$ cat src/rtl/vm_pkg.sv
`default_nettype none
// ============================================================================
// Module   : vm_pkg
// Purpose  : Shared definitions for the vending machine input datapath.
//            Input line count and the bit index of each physical line.
//            The downstream Boolean/selection logic uses the same indices, so
//            both sides stay in agreement.
// Contents :
//    N_IN_DEFAULT  number of conditioned input lines
//    IDX_A/B/C     bit position of each line inside an input vector
//    vm_in_t       packed vector holding one bit per input line
// Revision : 1.0 - initial release
// ============================================================================
package vm_pkg;

   localparam int N_IN_DEFAULT = 3;

   localparam int IDX_A = 0;
   localparam int IDX_B = 1;
   localparam int IDX_C = 2;

   typedef logic [N_IN_DEFAULT-1:0] vm_in_t;

   // Debounce counter width: enough bits to hold DB_CYCLES, and at least 1.
   function automatic int db_cnt_width(input int db_cycles);
      int w;
      w = $clog2(db_cycles + 1);
      if (w < 1) begin
         w = 1;
      end
      return w;
   endfunction

endpackage : vm_pkg
`default_nettype wire

$ cat src/rtl/btn_db_line.sv
`default_nettype none
// ============================================================================
// Module   : btn_db_line
// Purpose  : Conditions a single raw asynchronous button/sensor line.
//            Two-flop synchronizer, debounce counter that requires DB_CYCLES
//            consecutive disagreeing samples before the clean level flips, and
//            a registered rising-edge pulse.
//            Optional auto-repeat (macro BTN_AUTO_REPEAT_EN): while the clean
//            level stays high, rise_o re-fires every REPEAT_CYCLES cycles.
// Ports    :
//    clk        in   system clock, all state on the rising edge
//    rst_n      in   asynchronous active-low reset
//    raw_i      in   raw asynchronous line level
//    clean_o    out  debounced level (registered)
//    clean_d_o  out  next-state of clean_o, lets the parent register
//                    aggregate flags in the same cycle as clean_o
//    rise_o     out  one-cycle pulse aligned with clean_o going 0->1
//                    (plus auto-repeat pulses when enabled)
// Revision : 1.0 - initial release
// ============================================================================
module btn_db_line
   import vm_pkg::*;
#(
   parameter int DB_CYCLES     = 4,
   parameter int REPEAT_CYCLES = 16
) (
   input  logic clk,
   input  logic rst_n,
   input  logic raw_i,
   output logic clean_o,
   output logic clean_d_o,
   output logic rise_o
);

   localparam int              CNT_W      = db_cnt_width(DB_CYCLES);
   localparam logic [CNT_W-1:0] c_CNT_LAST = CNT_W'(DB_CYCLES - 1);
   localparam logic [CNT_W-1:0] c_CNT_ONE  = CNT_W'(1);

   // ------------------------------------------------------------------------
   // Synchronizer. sync1_q may be metastable; only sync2_q is used.
   // ------------------------------------------------------------------------
   logic sync1_q;
   logic sync2_q;

   always_ff @(posedge clk or negedge rst_n) begin
      if (!rst_n) begin
         sync1_q <= 1'b0;
         sync2_q <= 1'b0;
      end else begin
         sync1_q <= raw_i;
         sync2_q <= sync1_q;
      end
   end

   // ------------------------------------------------------------------------
   // Debounce. The counter records how many consecutive edges the
   // synchronized level has disagreed with the clean level; any agreement
   // restarts qualification from zero.
   // ------------------------------------------------------------------------
   logic [CNT_W-1:0] cnt_q;
   logic [CNT_W-1:0] cnt_d;
   logic             clean_q;
   logic             clean_d;

   always_comb begin
      cnt_d   = cnt_q;
      clean_d = clean_q;
      if (sync2_q == clean_q) begin
         cnt_d = '0;
      end else if (cnt_q == c_CNT_LAST) begin
         clean_d = sync2_q;
         cnt_d   = '0;
      end else begin
         cnt_d = cnt_q + c_CNT_ONE;
      end
   end

   logic w_rise_edge;
   assign w_rise_edge = clean_d & ~clean_q;

   // ------------------------------------------------------------------------
   // Pulse source: true rising edge, optionally OR'ed with auto-repeat.
   // ------------------------------------------------------------------------
   logic rise_d;

`ifdef BTN_AUTO_REPEAT_EN
   localparam logic [15:0] c_REP_LAST = 16'(REPEAT_CYCLES - 1);
   localparam logic [15:0] c_REP_ONE  = 16'd1;

   logic [15:0] rep_q;
   logic [15:0] rep_d;
   logic        w_rep_hit;

   // The counter only runs while the line stays high across an edge, so it
   // is zero on the 0->1 edge itself and zero whenever the line is low.
   always_comb begin
      rep_d     = '0;
      w_rep_hit = 1'b0;
      if (clean_q && clean_d) begin
         if (rep_q == c_REP_LAST) begin
            w_rep_hit = 1'b1;
         end else begin
            rep_d = rep_q + c_REP_ONE;
         end
      end
   end

   always_ff @(posedge clk or negedge rst_n) begin
      if (!rst_n) begin
         rep_q <= '0;
      end else begin
         rep_q <= rep_d;
      end
   end

   assign rise_d = w_rise_edge | w_rep_hit;
`else
   assign rise_d = w_rise_edge;
`endif

   logic rise_q;

   always_ff @(posedge clk or negedge rst_n) begin
      if (!rst_n) begin
         cnt_q   <= '0;
         clean_q <= 1'b0;
         rise_q  <= 1'b0;
      end else begin
         cnt_q   <= cnt_d;
         clean_q <= clean_d;
         rise_q  <= rise_d;
      end
   end

   assign clean_o   = clean_q;
   assign clean_d_o = clean_d;
   assign rise_o    = rise_q;

endmodule : btn_db_line
`default_nettype wire

$ cat src/rtl/btn_conditioner.sv
`default_nettype none
// ============================================================================
// Module   : btn_conditioner
// Purpose  : Input-conditioning stage ahead of the vending machine Boolean /
//            selection logic. Synchronizes and debounces N_IN raw lines
//            (bit 0 = A, bit 1 = B, bit 2 = C), presents clean levels, one-cycle
//            rising-edge pulses and a registered "any line active" flag.
//            Optional auto-repeat pulses: define BTN_AUTO_REPEAT_EN.
//            Ports are identical with and without the macro.
// Ports    :
//    clk         in   system clock, all state on the rising edge
//    rst_n       in   asynchronous active-low reset (release is synchronized
//                     by the surrounding reset tree)
//    raw_in      in   [N_IN] raw asynchronous levels
//    clean_out   out  [N_IN] debounced levels
//    rise_pulse  out  [N_IN] one-cycle 0->1 pulses (and auto-repeat)
//    any_active  out  OR of clean_out, registered alongside clean_out
// Revision : 1.0 - initial release
// ============================================================================
module btn_conditioner
   import vm_pkg::*;
#(
   parameter int N_IN          = N_IN_DEFAULT,
   parameter int DB_CYCLES     = 4,
   parameter int REPEAT_CYCLES = 16
) (
   input  logic            clk,
   input  logic            rst_n,
   input  logic [N_IN-1:0] raw_in,
   output logic [N_IN-1:0] clean_out,
   output logic [N_IN-1:0] rise_pulse,
   output logic            any_active
);

   logic [N_IN-1:0] w_clean;
   logic [N_IN-1:0] w_clean_next;
   logic [N_IN-1:0] w_rise;

   for (genvar gi = 0; gi < N_IN; gi++) begin : g_line
      btn_db_line #(
         .DB_CYCLES     (DB_CYCLES),
         .REPEAT_CYCLES (REPEAT_CYCLES)
      ) u_line (
         .clk       (clk),
         .rst_n     (rst_n),
         .raw_i     (raw_in[gi]),
         .clean_o   (w_clean[gi]),
         .clean_d_o (w_clean_next[gi]),
         .rise_o    (w_rise[gi])
      );
   end : g_line

   // Built from the next-state levels so the flag lands in the same cycle
   // as the clean_out bits it summarises.
   logic any_active_q;
   logic any_active_d;

   assign any_active_d = |w_clean_next;

   always_ff @(posedge clk or negedge rst_n) begin
      if (!rst_n) begin
         any_active_q <= 1'b0;
      end else begin
         any_active_q <= any_active_d;
      end
   end

   assign clean_out  = w_clean;
   assign rise_pulse = w_rise;
   assign any_active = any_active_q;

endmodule : btn_conditioner
`default_nettype wire
$ cat config.mk
export PLATFORM = sky130hd
export DESIGN_NAME = btn_conditioner
export DESIGN_NICKNAME = d
export VERILOG_FILES = /design/src/rtl/vm_pkg.sv /design/src/rtl/btn_db_line.sv /design/src/rtl/btn_conditioner.sv
export SDC_FILE = /design/constraint.sdc
export NUM_CORES = 1
export LEC_CHECK = 0
export ABC_AREA = 0
export CORE_ASPECT_RATIO = 0.7
export CORE_MARGIN = 1
export CORE_UTILIZATION = 35
export CTS_CLUSTER_DIAMETER = 120
export DETAILED_ROUTE_END_ITERATION = 12
export SLEW_MARGIN = 15
export SYNTH_ARGS = -nofsm -noshare
export SYNTH_HDL_FRONTEND = slang
export SYNTH_SLANG_ARGS = --single-unit
$ cat constraint.sdc
create_clock -name clk -period 1.9 [get_ports clk]
set_clock_uncertainty 0.2 [all_clocks]
set_input_delay 0.19 -clock clk [delete_from_list [all_inputs] [get_ports clk]]
set_output_delay 0.19 -clock clk [all_outputs]
set_load 0.01 [all_outputs]
### Word-level counts from Yosys, hierarchy flattened

Cells that the tools add are included.

| operators by class | value |
|---|---|
| div/mod/pow operators | 0 |
| magnitude comparators | 0 |
| shifts and indexed selects | 0 |
| bitwise operators | 6 |
| multiplexer cells | 12 |
| $add $sub $neg | 3 |
| reductions and logical operators | 1 |
| eq/ne operators | 6 |
| multiply operators | 0 |

Operator list:

| cell | count |
|---|---|
| 3-bit two-way mux | 6 |
| 3-bit by 1-bit adder with 3-bit output (second input constant) | 3 |
| 3-bit by 2-bit == test with 1-bit output (second input constant) | 3 |
| 1-bit two-way mux | 6 |
| 1-bit AND | 3 |
| 1-bit == test | 3 |
| 1-bit inverter | 3 |
| 3-bit OR reduction | 1 |

| storage, ports and cells | value |
|---|---|
| bits of input ports | 5 |
| bits in latches | 0 |
| memories | 0 |
| word-level logic and storage cells | 44 |
| flip-flop bits (word level) | 22 |
| bits in writable memories | 0 |
| output and inout port bits | 7 |
| memory bits (read-only) | 0 |

### Depth between registers and ports, before layout

Gate-level depths: netlist of the first run.

| logic depth | value |
|---|---|
| depth in word-level cells | 4 |
| depth in mapped cells | 4 |
| gate-level depth less buffers | 4 |

### Hierarchy

Synthesis of the first run repeated with hierarchy kept, for this count alone.

| second synthesis, totals | value |
|---|---|
| cells, all modules | 47 |
| area total of the unflattened synthesis | 795.8 um2 |

Modules (own cells, without submodules):

| module | cells an instance | sequential area each (um2) | area each (um2) | instances |
|---|---|---|---|---|
| btn_db_line (g_line[1].u_line ...) | 15 | 175.2 | 256.5 | 2 |
| btn_db_line (g_line[0].u_line) | 15 | 175.2 | 251.5 | 1 |
| btn_conditioner | 2 | 25.0 | 31.3 | 1 |

### Least setup slack after synthesis of the first run

Ideal clock, no wire load.

| timing path | value |
|---|---|
| path kind | reg2reg |
| start point | reg g_line[0].u_line.cnt_q[0] |
| end point | reg any_active_q, in the netlist any_active |
| required time | 1.569 ns |
| path buffers | 0 |
| setup time | 0.131 ns |
| arrival time | 1.329 ns |
| clock period less this slack | 1.660 ns |
| stages on the path, launching flop included | 5 |
| setup slack | 0.240 ns |
| cells stage by stage | dfrtp_1 > ha_1 > nor2b_4 > mux2_4 > or3_1 |

| on the way | value |
|---|---|
| word-level cells in the longest chain between the ends | 4 |

Ends and longest elaborated chain:

| element | RTL line | source |
|---|---|---|
| from (decl) | btn_db_line.sv:60 | `logic [CNT_W-1:0] cnt_q;` |
| from (signal assigned) | btn_db_line.sv:129 | `cnt_q <= cnt_d;` |
| 3-bit by 2-bit == test with 1-bit output | btn_db_line.sv:70 | `end else if (cnt_q == c_CNT_LAST) begin` |
| 1-bit two-way mux | btn_db_line.sv:70 |  |
| 1-bit two-way mux | btn_db_line.sv:68 | `if (sync2_q == clean_q) begin` |
| via g_line[0].u_line.clean_d_o | btn_db_line.sv:31 | `output logic clean_d_o,` |
| 3-bit OR reduction | btn_conditioner.sv:58 | `assign any_active_d = \|w_clean_next;` |
| via any_active_d | btn_conditioner.sv:56 | `logic any_active_d;` |
| to (signal assigned) | btn_conditioner.sv:64 | `any_active_q <= any_active_d;` |
| to (decl) | btn_conditioner.sv:55 | `logic any_active_q;` |

The timed path passes the listed nets, and every way through them passes these cells.

### Worst setup path after layout of the first run

Same ends and word-level chain as after synthesis.

==> results.yml, run 1 <==
run_status:
  status: "complete, no violations"
cts:
  cts_made_buffers: 3
  ctsResizeCount: 0
  cts_root_buffer: "clkbuf_4"
  cts_num_sinks: 22
  clk_pin_slew_ns: 0.11
  cts_hold_buf: 0
  ctsHtreeMaxLevel: 1
  post_cts_buffers: 0
  worstSkewPairLatency_ns: 0.31
  cts_tree: "done"
  clock_path_buffers: 2
critical_path:
  slowest_delay_ns: 0.40
  reg2reg_from: "g_line[0].u_line.cnt_q[0]"
  endpoint_kind: "register"
  cp-startpoint: "g_line[0].u_line.cnt_q[0]"
  worst-path-max-fanout: 4
  cp.required_ns: 1.90
  critical_path.cell_chain: "ha_1, nor2b_4, mux2_4, or3_1"
  cp-start-kind: "register"
  arrival_ns: 1.72
  slowest_stage: "dfrtp_1"
  path_class: "register to register"
min_path:
  min_path_type: "input port to async pin"
timing:
  tns_ns: 0
  fmax_ghz: 0.5825
  fin_crit_ns: 1.717
  worst_pin_slew_ns: 0.2724
  period_share_pct: 90.36
  slew_headroom_pct: 81.84
  hold_violations: 0
  rsz0062_at_grt: "false"
  finalSetupViolCount: 0
  maxSlewViolCount: 0
drt:
  drc: 0
  drt_iter0_drc: 15
  wl_per_cell_microns: 10.18
  drt-total-wl_microns: 967
  viasPerCell: 4.116
  antenna_left: 0
  dr_total_vias: 391
  first_pass_iters: 4
run:
  max-cap-violations: 0
power_and_ir_drop:
  power_mw: 1.246
  peakVddDrop_mv: 0.5104
  leakagePower_nw: 0.4492
  power_density_mw_per_mm2: 1273
die:
  rows: 14
  die_h_microns: 42.73
  die_w_microns: 60.19
  core_sq_mm: 0.002190
  die_area_sq_mm: 0.002572
  initial_core_util_pct: 37.89
  io-pin-count: 12
grt:
  grt_pass1_vias: 400
  grt_usage_pct: 9.948
  grt-ovfl-total: 0
  grt_pass1_wl_mm: 1.731
  grt_max_degree: 23
  antenna_found_initial: 0
yosys:
  avgSynthCellArea_sq_um: 15.65
  synth_warnings: 0
  synth_fp_nets: 61
  netlist_instances: 53
  synthDistinctLibCells: 12
  seq_area_frac_synth_pct: 66.37
  synth_area_sq_um: 829.5
  ys_seq_elements: 22
cells_and_area:
  diodes: 0
  multiInputGateArea_sq_um: 234.0
  layout_commonest_cell: "dfrtp_1"
  nNetsFinal: 72
  area_delta_synth_final_pct: 17.95
  drive_gt1_share_pct: 17.46
  fillers: 199
  regArea_sq_um: 550.5
  mostFrequentLayoutCells: "dfrtp_1, clkdlybuf4s50_1, nor3b_1"
place:
  port_buffers: 11
  place.gp.congestion: 0.7491
routing by layer:
layer / vias to the layer above / wire length, microns / global-route usage, %
met5: - / 0 / 0
met4: 0 / 0 / 4.186
met3: 0 / 92 / 7.012
met2: 15 / 389 / 13.19
met1: 183 / 484 / 12.25
li1: 193 / - / -
worst max-delay path, delay by kind of cell, from the launching register on:
kind	cells	cell delay (ns)
adders and majority gates	1	0.21
and+or+nand+nor	2	0.50
DFF	1	0.40
muxes	1	0.30
state kept, by name, summed over array words and instances, names as in the netlist:
signal	cells
g_line.u_line.clean_o	3
g_line.u_line.rise_o	3
g_line.u_line.sync2_q	3
any_active	1
g_line.u_line.sync1_q	3
g_line.u_line.cnt_q	9
synthesized netlist by cell type:
library cell / number / area (sq um)
and3b_1: 2 / 17.52
and3b_2: 1 / 10.01
buf_4: 6 / 45.04
dfrtp_1: 22 / 550.5
ha_1: 3 / 37.54
mux2_4: 3 / 45.04
nor2b_1: 3 / 18.77
nor2b_4: 2 / 27.53
nor3_1: 3 / 15.01
nor3b_1: 4 / 30.03
or3_1: 1 / 6.260
xnor2_1: 3 / 26.28
report_power, final:
group	switching [mW]	internal (mW)	total [mW]	leakage [nW]
sequential	0.0664	0.569	0.636	0.277
combinational	0.137	0.224	0.361	0.152
clock	0.132	0.117	0.250	0.0210
worst paths after layout:
check	to	slack, ns	cells past startpoint
max	any_active	0.18	4
min	g_line[2].u_line.rise_o	0.01	2
max reg2reg	any_active	0.18	4
max in group asynchronous	g_line[2].u_line.sync1_q	1.26	2
min in group clk	g_line[1].u_line.sync1_q	0.11	1
min reg2reg	g_line[1].u_line.sync2_q	0.16	0
area by class of cell:
cell class	instances	area share [%]
sequential	22	56.27
tap	32	4.092
multi-input combinational	25	23.91
timing repair buffer	12	12.02
clock buffer	4	3.708
through the flow:
step	hold slack (ns)	std cells	utilization, %	setup slack (ns)	instance area, sq um
6_report	0.01369	95	44.69	0.1832	978.4
5_1_grt	0.01830	95	44.69	0.1210	978.4
4_1_cts	0.01571	95	44.69	0.1749	978.4
3_5_place_dp	0.1372	91	43.03	0.1932	942.2
3_3_place_gp	0.1333	91	43.03	0.1925	942.2
2_1_floorplan	-0.3056	53	-	0.2396	829.5
cell families (layout without fill, tap and decap cells):
kind of cell	count (synthesis)	after routing	synth area share, %
mux	3	3	5.429
simple gates	16	16	15.08
buf+inv	6	16	5.429
fa+ha+maj	3	3	4.525
xor+xnor	3	3	3.168
flops	22	22	66.37
Note: power is estimated with default switching activity, not from simulation.
==> run 2, diff against run 1 <==
==> constraint.sdc (replaced) <==
create_clock -name clk -period 1.5 [get_ports clk]
set_clock_uncertainty 0.2 [all_clocks]
set_input_delay 0.15 -clock clk [delete_from_list [all_inputs] [get_ports clk]]
set_output_delay 0.15 -clock clk [all_outputs]
set_load 0.01 [all_outputs]
==> results.yml, run 2 (synthesis gave the netlist of run 1 again) <==
timing:
  hold_violations: 0
  slew_headroom_pct: 80.44
  period_share_pct: 112.0
  maxSlewViolCount: 0
  finalSetupViolCount: 1
  fmax_ghz: 0.5950
  fin_crit_ns: 1.681
  worst_pin_slew_ns: 0.2913
  holdWs_ns: 0.07045
  rsz0062_at_grt: "true"
  worst_slack_ns: -0.1807
drt:
  drt_iter0_drc: 12
  drt-total-wl_mm: 1.071
  wl_per_cell_microns: 10.50
  antenna_left: 0
  first_pass_iters: 3
  drc: 0
  viasPerCell: 4.088
  dr_total_vias: 417
run_status:
  violations: "setup timing"
  status: "finished, violations left"
min_path:
  whs_path_depth: 1
  holdCritStartpoint: "raw_in[2]"
  whs_endpoint: "g_line[2].u_line.sync1_q"
  min_path_type: "input port to register"
cts:
  cts_num_sinks: 22
  cts_made_buffers: 3
  worstSkewPairLatency_ns: 0.30
  clk_pin_slew_ns: 0.12
  ctsHtreeMaxLevel: 1
  cts_root_buffer: "clkbuf_4"
  cts_tree: "done"
  clock_path_buffers: 2
die:
  die_h_microns: 42.73
  io-pin-count: 12
  die_area_sq_mm: 0.002572
  initial_core_util_pct: 37.89
  core_sq_mm: 0.002190
  rows: 14
  die_w_microns: 60.19
power_and_ir_drop:
  p_switching_uw: 438.5
  switching_share_pct: 27.09
  peakVddDrop_mv: 0.5884
  power_density_mw_per_mm2: 1557
  leakagePower_nw: 0.4978
  power.internal_mw: 1.180
  power_frac_seq_pct: 49.0
  combPwrFrac_pct: 31.6
  clock_power_share_pct: 19.3
critical_path:
  worst-path-max-fanout: 2
  slowest_stage: "or3_1"
  reg2regPathDepth: 4
  critical_path.cell_chain: "ha_2, nor2b_4, mux2_4, or3_1"
  cp-start-kind: "register"
  slowest_delay_ns: 0.37
  r2r-end: "any_active"
  endpoint_kind: "register"
  critPathTopFamily: "simple AND/OR/NAND/NOR gates"
  reg2reg_setup_slack_ns: -0.18
  reg2reg_from: "g_line[0].u_line.cnt_q[0]"
  path_class: "register to register"
  worst-path-buf-inv: 0
  arrival_ns: 1.67
  cp.required_ns: 1.49
grt:
  grt_max_degree: 23
  grt_usage_pct: 11.31
  antenna_found_initial: 0
  grt-ovfl-total: 0
  grt_pass1_wl_mm: 2.007
  grt_pass1_vias: 475
place:
  dp_slack_ns: -0.2084
  port_buffers: 11
  hpwl_microns: 723.7
  place.gp.congestion: 0.7120
run:
  max-cap-violations: 0
cells_and_area:
  top_register: "g_line.u_line.cnt_q"
  area_delta_synth_final_pct: 25.34
  drive_gt1_share_pct: 30.00
  layout_commonest_cell: "dfrtp_1"
  final_util_pct: 47.49
  largest_register_ffs: 9
  diodes: 0
  mostFrequentLayoutCells: "dfrtp_1, dlygate4sd2_1, buf_4, nor3b_1, clkdlybuf4s50_1"
  nNetsFinal: 79
## run 2: cell types whose count changed in the layout (fill, tap and decap cells not counted)
cell	before	now
nor2b_4	2	3
ha_1	3	0
dlygate4sd2_1	0	7
clkdlybuf4s50_1	11	4
nor2b_1	3	2
ha_2	0	3
buf_4	1	7
dlygate4sd3_1	0	1
## run 2: routing by layer
| layer | global-route usage (%) | vias up | part of all wire (%) | routed length (microns) |
|---|---|---|---|---|
| met2 | 17.36 | 11 | 47 | 505 |
| met3 | 5.488 | 2 | 5.3 | 57 |
| met4 | 5.581 | 0 | 1.9 | 20 |
| li1 | - | 206 | - | - |
| met5 | 0 | - | 0 | 0 |
| met1 | 13.03 | 198 | 46 | 488 |
## run 2: layout make-up
class	count	area, sq um
fill	206	1150
sequential	22	550.5
multi-input combinational	25	249.0
timing repair buffer	19	163.9
tap	32	40.04
clock buffer	4	36.28
## run 2: worst max-delay path by stage
stage,startpoint,endpoint,slack (ns),depth (start not counted)
global route,g_line[0].u_line.cnt_q[0],any_active,-0.24,4
global placement,g_line[2].u_line.cnt_q[0],any_active,-0.18,4
finish,g_line[0].u_line.cnt_q[0],any_active,-0.18,4
floorplan,g_line[2].u_line.cnt_q[0],any_active,-0.12,4
CTS,g_line[0].u_line.cnt_q[0],any_active,-0.19,4
detailed placement,g_line[2].u_line.cnt_q[0],any_active,-0.21,4
## run 2: what timing repair did
item	4_1_cts	5_1_grt
hold buffers	1	0
endpoints found under the hold margin	22	0
setup endpoints to repair	8	1
resized for setup	7	0
setup buffers	2	1
pin swaps	2	0
## run 2: stage by stage
step,setup TNS (ns),area (sq um),instances,power [mW]
after global routing,-0.2373,1040,102,1.744
after detailed placement,-0.2084,979.7,94,1.321
after global placement,-0.1781,979.7,94,1.310
after floorplan,-0.1216,844.6,53,1.167
final,-0.1807,1040,102,1.619
after CTS,-0.1884,1032,101,1.645
## run 2: power groups by stage
stage	clock (mW)	combinational (mW)	sequential, mW
6_report	0.313	0.512	0.793
5_1_grt	0.361	0.573	0.811
4_1_cts	0.341	0.506	0.797
3_3_place_gp	0	0.493	0.817
2_1_floorplan	0	0.362	0.805
3_5_place_dp	0	0.502	0.818
==> run 3, diff against run 2 <==
--- a/config.mk
+++ b/config.mk
@@ -11,6 +11,7 @@
 export CORE_UTILIZATION = 35
 export CTS_CLUSTER_DIAMETER = 120
 export DETAILED_ROUTE_END_ITERATION = 12
+export PLACE_DENSITY = 0.54
 export SLEW_MARGIN = 15
 export SYNTH_ARGS = -nofsm -noshare
 export SYNTH_HDL_FRONTEND = slang
==> results.yml, run 3 (synthesis gave the netlist of run 1 again) <==
run_status:
  status: "finished, violations left"
  violations: "setup timing"
drt:
  drt_iter0_drc: 5
  drc: 0
  antenna_left: 0
  first_pass_iters: 2
  viasPerCell: 4.216
  wl_per_cell_microns: 10.08
  drt-total-wl_mm: 1.028
  dr_total_vias: 430
die:
  die_area_sq_mm: 0.002572
  die_h_microns: 42.73
  die_w_microns: 60.19
  io-pin-count: 12
  core_sq_mm: 0.002190
  initial_core_util_pct: 37.89
  rows: 14
cells_and_area:
  fillers: 213
  area_delta_synth_final_pct: 24.59
  fin_cells: 102
  largest_register_ffs: 9
  diodes: 0
  nNetsFinal: 80
  drive_gt1_share_pct: 30.00
  top_register: "g_line.u_line.cnt_q"
  layout_commonest_cell: "dfrtp_1"
  final_util_pct: 47.20
  mostFrequentLayoutCells: "dfrtp_1, buf_4, dlygate4sd2_1, nor3b_1, clkdlybuf4s50_1"
critical_path:
  cp-start-kind: "register"
  cp-startpoint: "g_line[0].u_line.cnt_q[0]"
  r2r-end: "any_active"
  worst-path-max-fanout: 2
  crit_end: "any_active"
  reg2reg_from: "g_line[0].u_line.cnt_q[0]"
  slowest_stage: "dfrtp_1"
  reg2reg_setup_slack_ns: -0.19
  reg2regPathDepth: 4
  arrival_ns: 1.67
  path_class: "register to register"
  cp.required_ns: 1.48
  endpoint_kind: "register"
  slowest_delay_ns: 0.40
  critical_path.cell_chain: "ha_2, nor2b_4, mux2_4, or3_1"
cts:
  cts_root_buffer: "clkbuf_4"
  ctsHtreeMaxLevel: 1
  cts_num_sinks: 22
  clock_path_buffers: 2
  cts_made_buffers: 3
  clk_pin_slew_ns: 0.10
  cts_tree: "done"
  worstSkewPairLatency_ns: 0.29
grt:
  antenna_found_initial: 0
  grt_pass1_wl_mm: 2.049
  grt_usage_pct: 11.44
  grt_pass1_vias: 485
  grt_max_degree: 23
  grt-ovfl-total: 0
place:
  hpwl_microns: 739.2
  dp.cells: 94
  place.gp.congestion: 0.6930
  port_buffers: 11
timing:
  rsz0062_at_grt: "true"
  finalSetupViolCount: 1
  worst_slack_ns: -0.1872
  hold_violations: 0
  period_share_pct: 112.5
  fmax_ghz: 0.5927
  tns_ns: -0.1872
  fin_crit_ns: 1.687
  worst_pin_slew_ns: 0.3012
  holdWs_ns: 0.08153
  slew_headroom_pct: 79.77
  maxSlewViolCount: 0
power_and_ir_drop:
  leakagePower_nw: 0.4955
  power_mw: 1.571
  clock_power_share_pct: 15.6
  p_switching_uw: 428.3
  combPwrFrac_pct: 34.4
  switching_share_pct: 27.27
  peakVddDrop_mv: 0.5324
  power.internal_mw: 1.142
  power_frac_seq_pct: 50.0
  power_density_mw_per_mm2: 1520
min_path:
  min_path_type: "input port to register"
  holdCritStartpoint: "raw_in[1]"
run:
  max-cap-violations: 0
[run 3: changes by cell type in the layout (fill, tap and decap cells not counted)]
cell	before	now
buf_4	7	8
clkbuf_8	1	0
[run 3: power by group through the flow]
stage / registers [mW] / logic (mW) / clock network [mW]
after CTS: 0.790 / 0.533 / 0.267
after global routing: 0.802 / 0.616 / 0.292
after detailed placement: 0.820 / 0.500 / 0
after global placement: 0.817 / 0.499 / 0
after floorplan: 0.805 / 0.362 / 0
final: 0.785 / 0.541 / 0.245
[run 3: how the worst min path moves through the flow]
stage	endpoint	slack, ns	cells past startpoint
after floorplan	any_active	-0.35	0
after global placement	g_line[0].u_line.sync2_q	0.13	0
after detailed placement	g_line[0].u_line.sync2_q	0.13	0
after CTS	g_line[1].u_line.sync1_q	0.07	1
after global routing	g_line[2].u_line.sync1_q	0.06	1
final	g_line[1].u_line.sync1_q	0.08	1
[run 3: routing by layer]
layer  wire length (microns)  track usage [%]  vias up
li1                        -                -      206
met1                     496            14.03      213
met2                     451            16.70        9
met3                      65            6.402        2
met4                      13            4.186        0
met5                       0                0        -
[run 3: per-stage QoR]
stage	setup slack, ns	area (sq um)
finish	-0.1872	1033
global route	-0.2337	1033
CTS	-0.1853	1026
detailed placement	-0.1724	979.7
global placement	-0.1545	979.7
floorplan	-0.1216	844.6
[run 3: layout make-up]
| class | count | area (sq um) | area share (%) |
|---|---|---|---|
| Timing Repair Buffer | 20 | 171.4 | 16.59 |
| Tap cell | 32 | 40.04 | 3.874 |
| Sequential cell | 22 | 550.5 | 53.27 |
| Clock buffer | 3 | 22.52 | 2.179 |
| Multi-Input combinational cell | 25 | 249.0 | 24.09 |
[run 3: what timing repair did]
action / CTS / global route
endpoints found under the hold margin: 22 / 0
setup endpoints to repair: 8 / 1
cloned: 0 / 0
buffers inserted: 3 / 1
pin swaps: 1 / 3
hold buffers: 1 / 0
resized for setup: 7 / 0
[run 3: worst max-delay path: cells and delay by family (launching register included)]
family	cells	cell delay [ns]
multiplexers	1	0.30
flip-flops	1	0.40
adder cells (fa/ha/maj)	1	0.19
AND/OR/NAND/NOR	2	0.49
